--- src/rtl/nd_array_tile_packer.sv ---
// Serial element stream to ROWS x COLS nd-array tile packer with valid/ready on both sides.
// Optional macro NDARRAY_PACKER_DOUBLE_BUFFER_EN adds a second tile bank for gap-free throughput.
module nd_array_tile_packer #(
  parameter int WIDTH = 3,
  parameter int ROWS  = 6,
  parameter int COLS  = 4
) (
  input  logic             CLK,
  input  logic             ASYNCRESET,
  input  logic [WIDTH-1:0] in_data,
  input  logic             in_valid,
  input  logic             in_first,
  output logic             in_ready,
  output logic [WIDTH-1:0] O [ROWS-1:0][COLS-1:0],
  output logic             out_valid,
  input  logic             out_ready
);

  localparam int RW = (ROWS > 1) ? $clog2(ROWS) : 1;
  localparam int CW = (COLS > 1) ? $clog2(COLS) : 1;
  localparam logic [RW-1:0] ROW_LAST = RW'(ROWS - 1);
  localparam logic [CW-1:0] COL_LAST = CW'(COLS - 1);

  logic [RW-1:0] r_row;
  logic [CW-1:0] r_col;
  logic          r_in_ready;
  logic          r_out_valid;

  logic [RW-1:0] w_row_eff;
  logic [CW-1:0] w_col_eff;
  logic [RW-1:0] w_row_next;
  logic [CW-1:0] w_col_next;
  logic          w_col_wrap;
  logic          w_last;
  logic          w_xfer;
  logic          w_consume;

  // in_first forces the current element to cell [0][0], discarding any partial tile
  assign w_row_eff  = in_first ? '0 : r_row;
  assign w_col_eff  = in_first ? '0 : r_col;
  assign w_col_wrap = (w_col_eff == COL_LAST);
  assign w_last     = w_col_wrap && (w_row_eff == ROW_LAST);
  assign w_col_next = w_col_wrap ? '0 : CW'(w_col_eff + 1'b1);
  assign w_row_next = !w_col_wrap ? w_row_eff :
                      ((w_row_eff == ROW_LAST) ? '0 : RW'(w_row_eff + 1'b1));

  assign w_xfer    = in_valid && r_in_ready;
  assign w_consume = r_out_valid && out_ready;
  assign in_ready  = r_in_ready;
  assign out_valid = r_out_valid;

`ifdef NDARRAY_PACKER_DOUBLE_BUFFER_EN

  logic [WIDTH-1:0] r_bank [2][ROWS-1:0][COLS-1:0];
  logic             r_hold_sel;
  logic             r_fill_done;
  logic             w_fill_sel;

  assign w_fill_sel = ~r_hold_sel;

  always_ff @(posedge CLK or posedge ASYNCRESET) begin
    if (ASYNCRESET) begin
      r_row       <= '0;
      r_col       <= '0;
      r_hold_sel  <= 1'b0;
      r_fill_done <= 1'b0;
      r_in_ready  <= 1'b1;
      r_out_valid <= 1'b0;
      for (int b = 0; b < 2; b++)
        for (int r = 0; r < ROWS; r++)
          for (int c = 0; c < COLS; c++)
            r_bank[b][r][c] <= '0;
    end else begin
      if (w_xfer) begin
        r_bank[w_fill_sel][w_row_eff][w_col_eff] <= in_data;
        r_row <= w_row_next;
        r_col <= w_col_next;
      end
      // A parked complete tile moves to hold in the same cycle the hold tile leaves
      if (r_fill_done && w_consume) begin
        r_hold_sel  <= ~r_hold_sel;
        r_fill_done <= 1'b0;
        r_in_ready  <= 1'b1;
      end else if (w_xfer && w_last && (!r_out_valid || w_consume)) begin
        r_hold_sel  <= ~r_hold_sel;
        r_out_valid <= 1'b1;
      end else if (w_xfer && w_last) begin
        r_fill_done <= 1'b1;
        r_in_ready  <= 1'b0;
      end else if (w_consume) begin
        r_out_valid <= 1'b0;
      end
    end
  end

  for (genvar gr = 0; gr < ROWS; gr++) begin : g_row
    for (genvar gc = 0; gc < COLS; gc++) begin : g_col
      assign O[gr][gc] = r_bank[r_hold_sel][gr][gc];
    end
  end

`else

  typedef enum logic {S_FILL, S_HOLD} state_t;

  state_t           r_state;
  logic [WIDTH-1:0] r_tile [ROWS-1:0][COLS-1:0];

  always_ff @(posedge CLK or posedge ASYNCRESET) begin
    if (ASYNCRESET) begin
      r_state     <= S_FILL;
      r_row       <= '0;
      r_col       <= '0;
      r_in_ready  <= 1'b1;
      r_out_valid <= 1'b0;
      for (int r = 0; r < ROWS; r++)
        for (int c = 0; c < COLS; c++)
          r_tile[r][c] <= '0;
    end else begin
      case (r_state)
        S_FILL: begin
          if (w_xfer) begin
            r_tile[w_row_eff][w_col_eff] <= in_data;
            r_row <= w_row_next;
            r_col <= w_col_next;
            if (w_last) begin
              r_state     <= S_HOLD;
              r_in_ready  <= 1'b0;
              r_out_valid <= 1'b1;
            end
          end
        end
        S_HOLD: begin
          // counters already wrapped to 0 on the last element
          if (w_consume) begin
            r_state     <= S_FILL;
            r_in_ready  <= 1'b1;
            r_out_valid <= 1'b0;
          end
        end
        default: r_state <= S_FILL;
      endcase
    end
  end

  for (genvar gr = 0; gr < ROWS; gr++) begin : g_row
    for (genvar gc = 0; gc < COLS; gc++) begin : g_col
      assign O[gr][gc] = r_tile[gr][gc];
    end
  end

`endif

endmodule

--- config.mk ---
export PLATFORM = sky130hd
export DESIGN_NAME = nd_array_tile_packer
export DESIGN_NICKNAME = d
export VERILOG_FILES = /design/src/rtl/nd_array_tile_packer.sv
export SDC_FILE = /design/constraint.sdc
export NUM_CORES = 1
export LEC_CHECK = 0
export CAP_MARGIN = 20
export CORE_MARGIN = 2
export CORE_UTILIZATION = 49
export DETAILED_ROUTE_END_ITERATION = 10
export PLACE_DENSITY = 0.83
export SYNTH_ARGS = -nofsm -noshare
export SYNTH_HDL_FRONTEND = slang
export SYNTH_SLANG_ARGS = --single-unit
--- constraint.sdc ---
create_clock -name CLK -period 2.45 [get_ports CLK]
set_input_delay 0.245 -clock CLK [delete_from_list [all_inputs] [get_ports CLK]]
set_output_delay 0.245 -clock CLK [all_outputs]
set_load 0.02 [all_outputs]
# After elaboration in Yosys (flattened, before gate mapping)

Index checks and enable logic that the tools add are counted.

Register bits after elaboration: 80
Bits in latches: 0
RAM bits: 0
Bits in read-only memories: 0
Bits of input ports: 8
Output and inout port bits: 74
Word-level logic and storage cells: 70
Memories: 0

$add $sub $neg: 2
$mul: 0
Divide/modulo/power cells: 0
$lt $le $gt $ge: 4
Equal/unequal tests: 5
Shift operators: 0
Multiplexer cells: 22
Bitwise logic cells: 1
Reductions and logical operators: 7

Operators by type and width:

| cell                                                                                 | number |
|---|---|
| 72-bit bitwise mux                                                                   | 1 |
| 12-bit demux with 3-bit select                                                       | 1 |
| 12-bit 2-to-1 mux                                                                    | 1 |
| 3-bit 2-to-1 mux                                                                     | 4 |
| 1-bit 2-to-1 mux                                                                     | 9 |
| 3-bit demux with 2-bit select                                                        | 1 |
| 2-bit inequality test (second input constant)                                        | 3 |
| 1-bit one-hot mux with 2 select lines                                                | 3 |
| 1-bit logical AND                                                                    | 5 |
| 3-bit by 4-bit less-than comparator with 1-bit output (second input constant)        | 1 |
| 2-bit 2-to-1 mux                                                                     | 2 |
| 3-bit by 1-bit adder with 3-bit output (second input constant)                       | 1 |
| 3-bit equality test (second input constant)                                          | 1 |
| 3-bit by 1-bit greater-or-equal comparator with 1-bit output (second input constant) | 1 |
| 2-bit by 3-bit less-than comparator with 1-bit output (second input constant)        | 1 |
| 3-bit AND reduction                                                                  | 1 |
| 2-bit by 1-bit adder with 2-bit output (second input constant)                       | 1 |
| 2-bit equality test (second input constant)                                          | 1 |
| 2-bit by 1-bit greater-or-equal comparator with 1-bit output (second input constant) | 1 |
| 2-bit AND reduction                                                                  | 1 |
| 1-bit NOT                                                                            | 1 |

# Logic depth before layout (Yosys ltp)

Gate-level depths: netlist of run 1.

Depth after elaboration: 8
Mapped depth: 8

# Least setup slack after synthesis of run 1

No wires, ideal clock.

Kind: input port to flip-flop
Start: input port in_first
End: register r_tile (netlist bit O[0])
Library setup time: 125 ps
Data arrival time: 1693 ps
Data required time: 2325 ps
Setup slack: 632 ps
Stages: 8
Path buffers: 2
Path through: buf_2 > nor2b_1 > inv_1 > ha_1 > and4b_1 > buf_2 > o21ai_0 > mux2_2

Longest elaborated chain between the ends: 8
Elaborated cells between the ends (all ways): 13

Ends and longest elaborated chain:

| item                                                                                                                                                               | line | source |
|---|---|---|
| start, declared                                                                                                                                                    | 12   | `input logic in_first,` |
| 2-bit 2-to-1 mux                                                                                                                                                   | 40   | `assign w_col_eff = in_first ? '0 : r_col;` |
| 2-bit by 3-bit less-than comparator with 1-bit output (implied by the code) / 2-bit by 1-bit greater-or-equal comparator with 1-bit output (equally long branches) | 123  | `r_tile[w_row_eff][w_col_eff] <= in_data;` |
| 1-bit logical AND (implied by the code)                                                                                                                            | 123  |  |
| 3-bit 2-to-1 mux (implied by the code)                                                                                                                             | 123  |  |
| 3-bit demux with 2-bit select                                                                                                                                      | 123  |  |
| 12-bit 2-to-1 mux (implied by the code)                                                                                                                            | 123  |  |
| 12-bit demux with 3-bit select (*)                                                                                                                                 | 123  |  |
| 72-bit bitwise mux (*)                                                                                                                                             | 123  |  |
| end signal, assigned by index                                                                                                                                      | 123  |  |
| end, declared                                                                                                                                                      | 107  | `logic [WIDTH-1:0] r_tile [ROWS-1:0][COLS-1:0];` |

Every way passes the cells marked *; elsewhere a longest branch is shown, timed or not.
A chain may end at the register's enable or synchronous reset.

# Worst setup path in the final report of run 1

Start: register r_col[0]
End: register r_tile (netlist bit O[11])

Longest elaborated chain between the ends: 8
Elaborated cells between the ends (all ways): 9

Ends and longest elaborated chain:

| item                                                                                                                                                               | line | source |
|---|---|---|
| start, declared                                                                                                                                                    | 25   | `logic [CW-1:0] r_col;` |
| start signal, assigned                                                                                                                                             | 125  | `r_col <= w_col_next;` |
| 2-bit 2-to-1 mux (*)                                                                                                                                               | 40   |  |
| 2-bit by 3-bit less-than comparator with 1-bit output (implied by the code) / 2-bit by 1-bit greater-or-equal comparator with 1-bit output (equally long branches) | 123  |  |
| 1-bit logical AND (implied by the code)                                                                                                                            | 123  |  |
| 3-bit 2-to-1 mux (implied by the code)                                                                                                                             | 123  |  |
| 3-bit demux with 2-bit select (*)                                                                                                                                  | 123  |  |
| 12-bit 2-to-1 mux (implied by the code) (*)                                                                                                                        | 123  |  |
| 12-bit demux with 3-bit select (*)                                                                                                                                 | 123  |  |
| 72-bit bitwise mux (*)                                                                                                                                             | 123  |  |

Marks and branches as above.

==> results of run 1 <==
-- cell type report --
cell class / instances / area (µm²)
Clock buffer: 10 / 128
Clock inverter: 6 / 92.6
Fill cell: 457 / 2020
Inverter: 4 / 16.3
Multi-Input combinational cell: 130 / 1210
Sequential cell: 80 / 2000
Tap cell: 77 / 96.3
Timing Repair Buffer: 86 / 861
-- kinds of logic (layout without fill, tap and decap cells) --
family / Yosys count / after routing / share of synthesized area [%]
compound gates: 10 / 10 / 1.68
simple gates: 42 / 42 / 8.33
xor+xnor: 1 / 1 / 0.268
mux: 73 / 73 / 25.1
flops: 80 / 80 / 61.2
fa+ha+maj: 4 / 4 / 1.53
buf+inv: 15 / 106 / 1.91
-- cell usage after synthesis --
| cell | instances | area, µm² |
|---|---|---|
| dfrtp_1 | 79 | 1980 |
| dfstp_2 | 1 | 26.3 |
| mux2_1 | 1 | 11.3 |
| o21ai_0 | 8 | 40.0 |
| xnor2_1 | 1 | 8.76 |
| and4bb_2 | 2 | 25.0 |
| nor4b_4 | 3 | 71.3 |
| nand2_1 | 28 | 105 |
| inv_1 | 4 | 15.0 |
| nand2_2 | 1 | 6.26 |
| clkbuf_1 | 6 | 22.5 |
| clkbuf_2 | 1 | 5.00 |
| a32o_1 | 1 | 10.0 |
| and4b_1 | 4 | 40.0 |
| nor3_1 | 1 | 5.00 |
| nand3b_1 | 1 | 7.51 |
| ha_1 | 4 | 50.1 |
| nor2b_1 | 2 | 12.5 |
| buf_2 | 4 | 20.0 |
| mux2_2 | 72 | 811 |
| a21oi_1 | 1 | 5.00 |
-- how the worst min path moves through the flow --
stage,end,slack (ns),cells after the start
final,O[38]$_DFFE_PP0P_,0.24,2
after global routing,O[38]$_DFFE_PP0P_,0.31,2
after CTS,O[38]$_DFFE_PP0P_,0.25,2
after detailed placement,r_col[0]$_DFFE_PP0P_,0.48,2
after global placement,O[28]$_DFFE_PP0P_,0.48,1
after floorplan,O[14]$_DFFE_PP0P_,0.40,1
-- metal layers --
metal,up-vias,track usage [%]
met3,10,7.03
met2,60,32.1
met5,-,0
met4,0,6.93
met1,1031,25.9
li1,961,-
-- flip-flops by register name (all words and copies together), names as in the netlist --
| signal | flops |
|---|---|
| r_col | 2 |
| r_row | 3 |
| in_ready | 1 |
| r_state | 1 |
| O | 72 |
| out_valid | 1 |
-- where the power goes --
part | internal (mW) | switching [mW]
registers | 1.32 | 0
logic | 0.0193 | 0.0514
clock network | 0.579 | 0.483
total | 1.92 | 0.534
-- worst reg2reg max path, cell delays in order (launching register included) --
cell	delay [ns]
dfrtp_1	0.36
nor2b_1	0.26
ha_1	0.22
and4b_1	0.39
o21ai_0	0.25
mux2_2	0.32
-- through the flow --
step	util (%)	hold WS [ns]	setup slack, ns	instances	power [mW]
finish	68.6	0.241	0.531	393	2.45
global route	68.6	0.305	0.399	393	2.54
CTS	68.6	0.249	0.525	393	2.47
detailed placement	65.2	0.476	0.195	377	1.42
global placement	65.2	0.479	0.271	377	1.42
floorplan	-	0.395	0.155	225	1.38
==> results_dict.tcl, run 1 <==
set metrics [dict create \
    outcome "finished, violations left" \
    violations "DRC" \
    grt_pass1_vias 2215 \
    dp_hpwl_um 4720 \
    ys_warn_count 0 \
    cts_buffers 9 \
    firstDrtPassIters 10 \
    dr_wl_met3_um 466 \
    postLayoutCellArea_mm2 0.00441 \
    grt_overflow_total 0 \
    drt_wl_total_um 6760 \
    syn-cell-area_mm2 0.00327 \
    powerDensity_mw_per_mm2 557 \
    final.min_clock_period_ns 1.92 \
    vias 2062 \
    track_usage_pct 20.2 \
    r2r-end "O[11]$_DFFE_PP0P_" \
    slew_headroom_pct 63.5 \
    cts_setup_buffers 0 \
    path_delay_family "simple AND/OR/NAND/NOR gates" \
    cp_data_required_time_ns 2.68 \
    layout_common_cells "81 x clkdlybuf4s50_1, 79 x dfrtp_1, 72 x mux2_2" \
    clock-sinks 80 \
    worst_pin_slew_ns 0.547 \
    top_layer_used "met4" \
    drv_cap 0 \
    ir_drop_uv 407 \
    crit_path_end_kind "flop" \
    path_depth 5 \
    grt_first_pass_wirelength_um 11400 \
    avgRoutedWirePerCell_um 17.2 \
    clock_path_buffers 2 \
    fin_crit_sh_pct 78.3 \
    die_area_mm2 0.00735 \
    synth_cells 225 \
    synthesis.nets 237 \
    cts-hold-fix-buffers 0 \
    slew_viol_final 0 \
    crit_slowest_cell "and4b_1" \
    finalHoldViolations 0 \
    r2r_setup_slack_ns 0.53 \
    hold_path_class "in -> async" \
    clock_latency_ns 0.35 \
    cts_root_buf "clkbuf_8" \
    synth_cell_types 21 \
    synth_seq_area_share_pct 61.2 \
    start_util_pct 51.0 \
    worstSetupEndpoint "O[11]$_DFFE_PP0P_" \
    rsz0062_at_grt "false" \
    rr_worst_depth 5 \
    final_common_cell "clkdlybuf4s50_1" \
    io_buffers 81 \
    gpl.final_weighted_congestion 0.762 \
    worstSetupStartpointType "flop" \
    setup_tns_ns 0 \
    crit_chain "nor2b_1, ha_1, and4b_1, o21ai_0, mux2_2" \
    antenna_found_initial 0 \
    cp_slowest_stage_delay_ns 0.39 \
    max_freq_mhz 521 \
    h-tree-depth 3 \
    cellLeakagePower_nw 2.11 \
    fin_skew_ns 0.0119 \
    r2r-start "r_col[0]$_DFFE_PP0P_" \
    final_nets 323 \
    arrival_ns 2.15 \
    synth_seq_cells 80 \
    viasPerCell 5.25 \
    drive_gt1_share_pct 31.6 \
    syn_area_per_cell_um2 14.6 \
    die_h_um 85.7 \
    drt_iter0_drc 69 \
    row_count 29 \
    crit_buf_inv 0 \
    dr_wl_met2_um 3200 \
    drtAntennaViolNets 0 \
    die_width_um 85.7 \
    wl_met1_um 3010 \
    dpl_cell_area_mm2 0.00419 \
    syn_to_final_growth_pct 34.5 \
    drc 5 \
    timing_worst_setup_path_type "reg -> reg" \
    grt_start_max_net_pins 51 \
    crit_start "r_col[0]$_DFFE_PP0P_" \
    io-pin-count 82 \
    clkSlewWorstSetupHoldPaths_ns 0.09 \
    critPathMaxFanout 7 \
    cts_tree "done" \
    diodes 0 \
    core_area_mm2 0.00642 \
    postCtsResizedCells 0 \
    setup_violations 0 \
]
Note: power is estimated with default switching activity, not from simulation.
==> run 2, diff against run 1 <==
Clock period 2.45 ns to 1.9 ns, I/O delays scaled along.
==> run 2 against run 1 <==
Effect of this change: the flow still finishes with violations (DRC); non-clock buffer count grew 14; final cell count grew 3.6%; wire length grew 2.2%; clock skew shrank 0.0025 ns; critical path depth grew 2.
==> results_dict.tcl, run 2 (synthesized netlist as in run 1, its figures left out) <==
set metrics [dict create \
    outcome "finished, violations left" \
    violations "DRC" \
    ir_drop_uv 544 \
    crit_slowest_cell "dfrtp_1" \
    h-tree-depth 3 \
    clock_latency_ns 0.35 \
    finalPower_mw 3.19 \
    final_nets 337 \
    finalHoldViolations 0 \
    r2r-start "r_col[0]$_DFFE_PP0P_" \
    syn_to_final_growth_pct 39.1 \
    cts-hold-fix-buffers 0 \
    start_util_pct 51.0 \
    cts_root_buf "clkbuf_8" \
    path_depth 7 \
    r2r-end "O[45]$_DFFE_PP0P_" \
    grt_first_pass_wirelength_um 11400 \
    die_width_um 85.7 \
    cellLeakagePower_nw 2.19 \
    track_usage_pct 20.4 \
    r2r_setup_slack_ns 0.06 \
    hold_path_class "in -> async" \
    grt_pass1_vias 2250 \
    max_freq_mhz 542 \
    worst_pin_slew_ns 0.499 \
    clkSlewWorstSetupHoldPaths_ns 0.09 \
    clock_path_buffers 2 \
    fill_cells 455 \
    final_common_cell "clkdlybuf4s50_1" \
    largest_register_ffs 72 \
    final_util_pct 70.9 \
    io-pin-count 82 \
    layout_setup_ws_ns 0.0554 \
    drc 3 \
    critPathMaxFanout 4 \
    path_delay_family "simple AND/OR/NAND/NOR gates" \
    clockPowerShare_pct 43.6 \
    timing_worst_setup_path_type "reg -> reg" \
    postLayoutCellArea_mm2 0.00455 \
    pwr-share-comb_pct 3.0 \
    rr_worst_depth 7 \
    dpl_cell_area_mm2 0.00432 \
    cts_buffers 9 \
    arrival_ns 2.09 \
    layout_common_cells "81 x clkdlybuf4s50_1, 79 x dfrtp_1, 72 x mux2_2" \
    fin_crit_sh_pct 97.1 \
    worstSetupEndpoint "O[45]$_DFFE_PP0P_" \
    diodes 0 \
    crit_start "r_col[0]$_DFFE_PP0P_" \
    drt_iter0_drc 82 \
    die_h_um 85.7 \
    holdWs_ns 0.161 \
    slew_viol_final 0 \
    p_sw_share_pct 21.3 \
    clock-sinks 80 \
    core_area_mm2 0.00642 \
    dp_cells 391 \
    fin_cells 407 \
    setup_violations 0 \
    worstSetupStartpointType "flop" \
    cts_tree "done" \
    slew_headroom_pct 66.4 \
    viasPerCell 5.23 \
    grt_overflow_total 0 \
    grt_start_max_net_pins 38 \
    drt_wl_total_um 6920 \
    drtAntennaViolNets 0 \
    dp_hpwl_um 4920 \
    die_area_mm2 0.00735 \
    switchingPower_uw 678 \
    path_common_cell "buf_4" \
    antenna_found_initial 0 \
    crit_buf_inv 2 \
    firstDrtPassIters 9 \
    postCtsResizedCells 0 \
    gpl.final_weighted_congestion 0.807 \
    crit_path_end_kind "flop" \
    seqPwrFrac_pct 53.4 \
    place_ws_ns -0.267 \
    drv_cap 0 \
    setup_tns_ns 0 \
    crit_chain "nor2b_1, buf_4, ha_1, and4b_1, buf_4, nand2_1, mux2_2" \
    fin_skew_ns 0.00939 \
    final.min_clock_period_ns 1.84 \
    cp_slowest_stage_delay_ns 0.39 \
    io_buffers 81 \
    cts_setup_buffers 0 \
    powerDensity_mw_per_mm2 700 \
    vias 2129 \
    avgRoutedWirePerCell_um 17.0 \
    internal-power_mw 2.51 \
    cp_data_required_time_ns 2.14 \
    drive_gt1_share_pct 35.8 \
    row_count 29 \
]
==> run 2: cell types whose count changed in the layout (fill, tap and decap cells not counted), sizes merged <==
cell,previous run,this run
buf,5,19
clkinvlp,2,3
inv,4,3
==> run 2: worst min-delay path by stage <==
stage                               from                    to  slack [ns]  cells after the start
global route                  ASYNCRESET  r_row[2]$_DFFE_PP0P_        0.16                      2
detailed placement     O[48]$_DFFE_PP0P_     O[48]$_DFFE_PP0P_        0.49                      1
global placement    r_col[0]$_DFFE_PP0P_  r_col[0]$_DFFE_PP0P_        0.48                      2
CTS                           ASYNCRESET     O[16]$_DFFE_PP0P_        0.16                      2
finish                        ASYNCRESET  r_col[0]$_DFFE_PP0P_        0.16                      2
floorplan                     in_data[2]     O[14]$_DFFE_PP0P_        0.34                      1
==> run 2: worst register-to-register path, cell delays in order, from the launching register on <==
cell     delay [ns]
dfrtp_1        0.39
nor2b_1        0.15
buf_4          0.14
ha_1           0.19
and4b_1        0.22
buf_4          0.16
nand2_1        0.13
mux2_2         0.36
==> run 2: cell type report <==
cell class / count / area [µm²] / share of cell area [%]
clock buffers: 10 / 138 / 3.02
flip-flops and latches: 80 / 2000 / 44.0
well taps: 77 / 96.3 / 2.12
inverters: 4 / 18.8 / 0.412
multi-input cells: 130 / 1210 / 26.7
clock inverters: 6 / 92.6 / 2.03
repair buffers: 100 / 991 / 21.8
==> run 2: layer usage <==
metal / up-vias / GRT usage, % / share of wire (%)
met5: - / 0 / 0
met4: 0 / 5.19 / 0.93
met3: 5 / 8.85 / 7.0
met2: 60 / 33.3 / 49
met1: 1077 / 25.0 / 43
li1: 987 / - / -
==> run 2: power by group through the flow <==
| stage | combinational, mW | clock [mW] | sequential, mW |
|---|---|---|---|
| finish | 0.0969 | 1.39 | 1.70 |
| global route | 0.110 | 1.51 | 1.70 |
| CTS | 0.101 | 1.42 | 1.70 |
| detailed placement | 0.101 | 0 | 1.73 |
| global placement | 0.0998 | 0 | 1.73 |
| floorplan | 0.0446 | 0 | 1.74 |
==> run 3, diff against run 2 <==
Settings changed: RECOVER_POWER set to 50.
==> run 3 against run 2 <==
Effect of this change: the flow still finishes with violations (DRC); via count hardly changed; largest power group unchanged; critical path type unchanged; sequential share of layout area up 0.32 points; die area unchanged; critical path depth did not move; combinational power shrank 9.5%.
==> results_dict.tcl, run 3 (synthesized netlist as in run 1, its figures left out) <==
set metrics [dict create \
    core_area_mm2 0.00642 \
    hold_path_class "in -> async" \
    clkSlewWorstSetupHoldPaths_ns 0.09 \
    vias 2130 \
    io-pin-count 82 \
    grt_overflow_total 0 \
    critPathMaxFanout 4 \
    timing_worst_setup_path_type "reg -> reg" \
    layout_common_cells "79 x dfrtp_1, 72 x mux2_2, 48 x clkdlybuf4s50_1" \
    fill_cells 458 \
    drt_iter0_drc 72 \
    die_area_mm2 0.00735 \
    largest_register_ffs 72 \
    final_util_pct 70.4 \
    finalHoldViolations 0 \
    drive_gt1_share_pct 35.5 \
    worstSetupStartpointType "flop" \
    clock_path_buffers 2 \
    slew_headroom_pct 40.3 \
    clock_latency_ns 0.35 \
    fin_skew_ns 0.00916 \
    grt_pass1_vias 2250 \
    track_usage_pct 20.4 \
    path_common_cell "buf_4" \
    max_freq_mhz 542 \
    antenna_found_initial 0 \
    io_buffers 81 \
    violations "DRC" \
    clock-sinks 80 \
    layout_setup_ws_ns 0.0537 \
    row_count 29 \
    crit_chain "nor2b_1, buf_4, ha_1, and4b_1, buf_4, nand2_1, mux2_2" \
    crit_slowest_cell "dfrtp_1" \
    die_width_um 85.7 \
    setup_violations 0 \
    final_nets 337 \
    start_util_pct 51.0 \
    die_h_um 85.7 \
    dp_hpwl_um 4920 \
    crit_buf_inv 2 \
    outcome "finished, violations left" \
    firstDrtPassIters 9 \
    slew_viol_final 0 \
    final.min_clock_period_ns 1.85 \
    cts_root_buf "clkbuf_8" \
    drtAntennaViolNets 0 \
    cp_slowest_stage_delay_ns 0.39 \
    path_delay_family "simple AND/OR/NAND/NOR gates" \
    final_common_cell "dfrtp_1" \
    diodes 0 \
    viasPerCell 5.23 \
    cts_buffers 9 \
    cp_data_required_time_ns 2.14 \
    h-tree-depth 3 \
    cts-hold-fix-buffers 0 \
    syn_to_final_growth_pct 38.1 \
    drc 3 \
    arrival_ns 2.09 \
    cts_tree "done" \
    worst_pin_slew_ns 0.896 \
    cellLeakagePower_nw 2.29 \
    crit_path_end_kind "flop" \
    ir_drop_uv 543 \
    drv_cap 0 \
    fin_crit_sh_pct 97.2 \
    place_ws_ns -0.267 \
    gpl.final_weighted_congestion 0.807 \
    powerDensity_mw_per_mm2 703 \
    grt_first_pass_wirelength_um 11400 \
    drt_wl_total_um 6920 \
    avgRoutedWirePerCell_um 17.0 \
    grt_start_max_net_pins 38 \
]
[run 3: cell count changes in the layout (fill, tap and decap cells not counted), sizes merged]
cell	before	now
clkdlybuf4s50	81	48
dlygate4sd3	0	33
buf	19	17
clkbuf	10	12
[run 3: per-layer routing]
metal / global-route usage [%] / part of all wire (%)
met1: 25.0 / 42
met2: 33.3 / 50
met3: 8.85 / 7.0
met4: 5.19 / 0.92
met5: 0 / 0
[run 3: metrics by stage]
step	TNS [ns]	cell area, µm²	hold WS, ns	cells	total power, mW
after CTS	0	4550	0.159	407	3.22
after detailed placement	-12.11	4320	0.492	391	1.84
final	0	4520	0.307	407	3.18
after global placement	-9.29	4320	0.478	391	1.83
after global routing	-0.00145	4520	0.317	407	3.31
after floorplan	0	3280	0.340	225	1.78
[run 3: path summary, 6_finish.rpt]
path                                 startpoint                    to  slack, ns  cells after the start
min in group CLK              O[31]$_DFFE_PP0P_     O[31]$_DFFE_PP0P_       0.50                      1
hold / removal                       ASYNCRESET  r_col[0]$_DFFE_PP0P_       0.31                      2
hold reg to reg               O[31]$_DFFE_PP0P_     O[31]$_DFFE_PP0P_       0.50                      1
max in group asynchronous            ASYNCRESET     O[55]$_DFFE_PP0P_       0.39                      3
setup / recovery           r_col[0]$_DFFE_PP0P_     O[45]$_DFFE_PP0P_       0.05                      7
setup reg to reg           r_col[0]$_DFFE_PP0P_     O[45]$_DFFE_PP0P_       0.05                      7
[run 3: worst reg2reg max path, stage by stage, from the launching register on]
cell     delay, ns
dfrtp_1       0.39
nor2b_1       0.15
buf_4         0.14
ha_1          0.19
and4b_1       0.22
buf_4         0.16
nand2_1       0.13
mux2_2        0.36
[run 3: where the power goes]
part / leakage [nW] / total, mW / switching, mW / internal (mW)
logic: 1.07 / 0.0877 / 0.0661 / 0.0215
clock network: 0.109 / 1.39 / 0.610 / 0.779
registers: 1.11 / 1.70 / 0 / 1.70
[run 3: area by class of cell]
class,instances,area [µm²],share of cell area [%]
Sequential cell,80,2000,44.3
Multi-Input combinational cell,130,1210,26.9
Timing Repair Buffer,100,961,21.3
Clock buffer,10,138,3.04
Tap cell,77,96.3,2.13
Clock inverter,6,92.6,2.05
Inverter,4,16.3,0.360
[run 3: timing repair]
item	4_1_cts	5_1_grt
buffers inserted	0	0
resized for setup	0	3
setup endpoints to repair	0	18
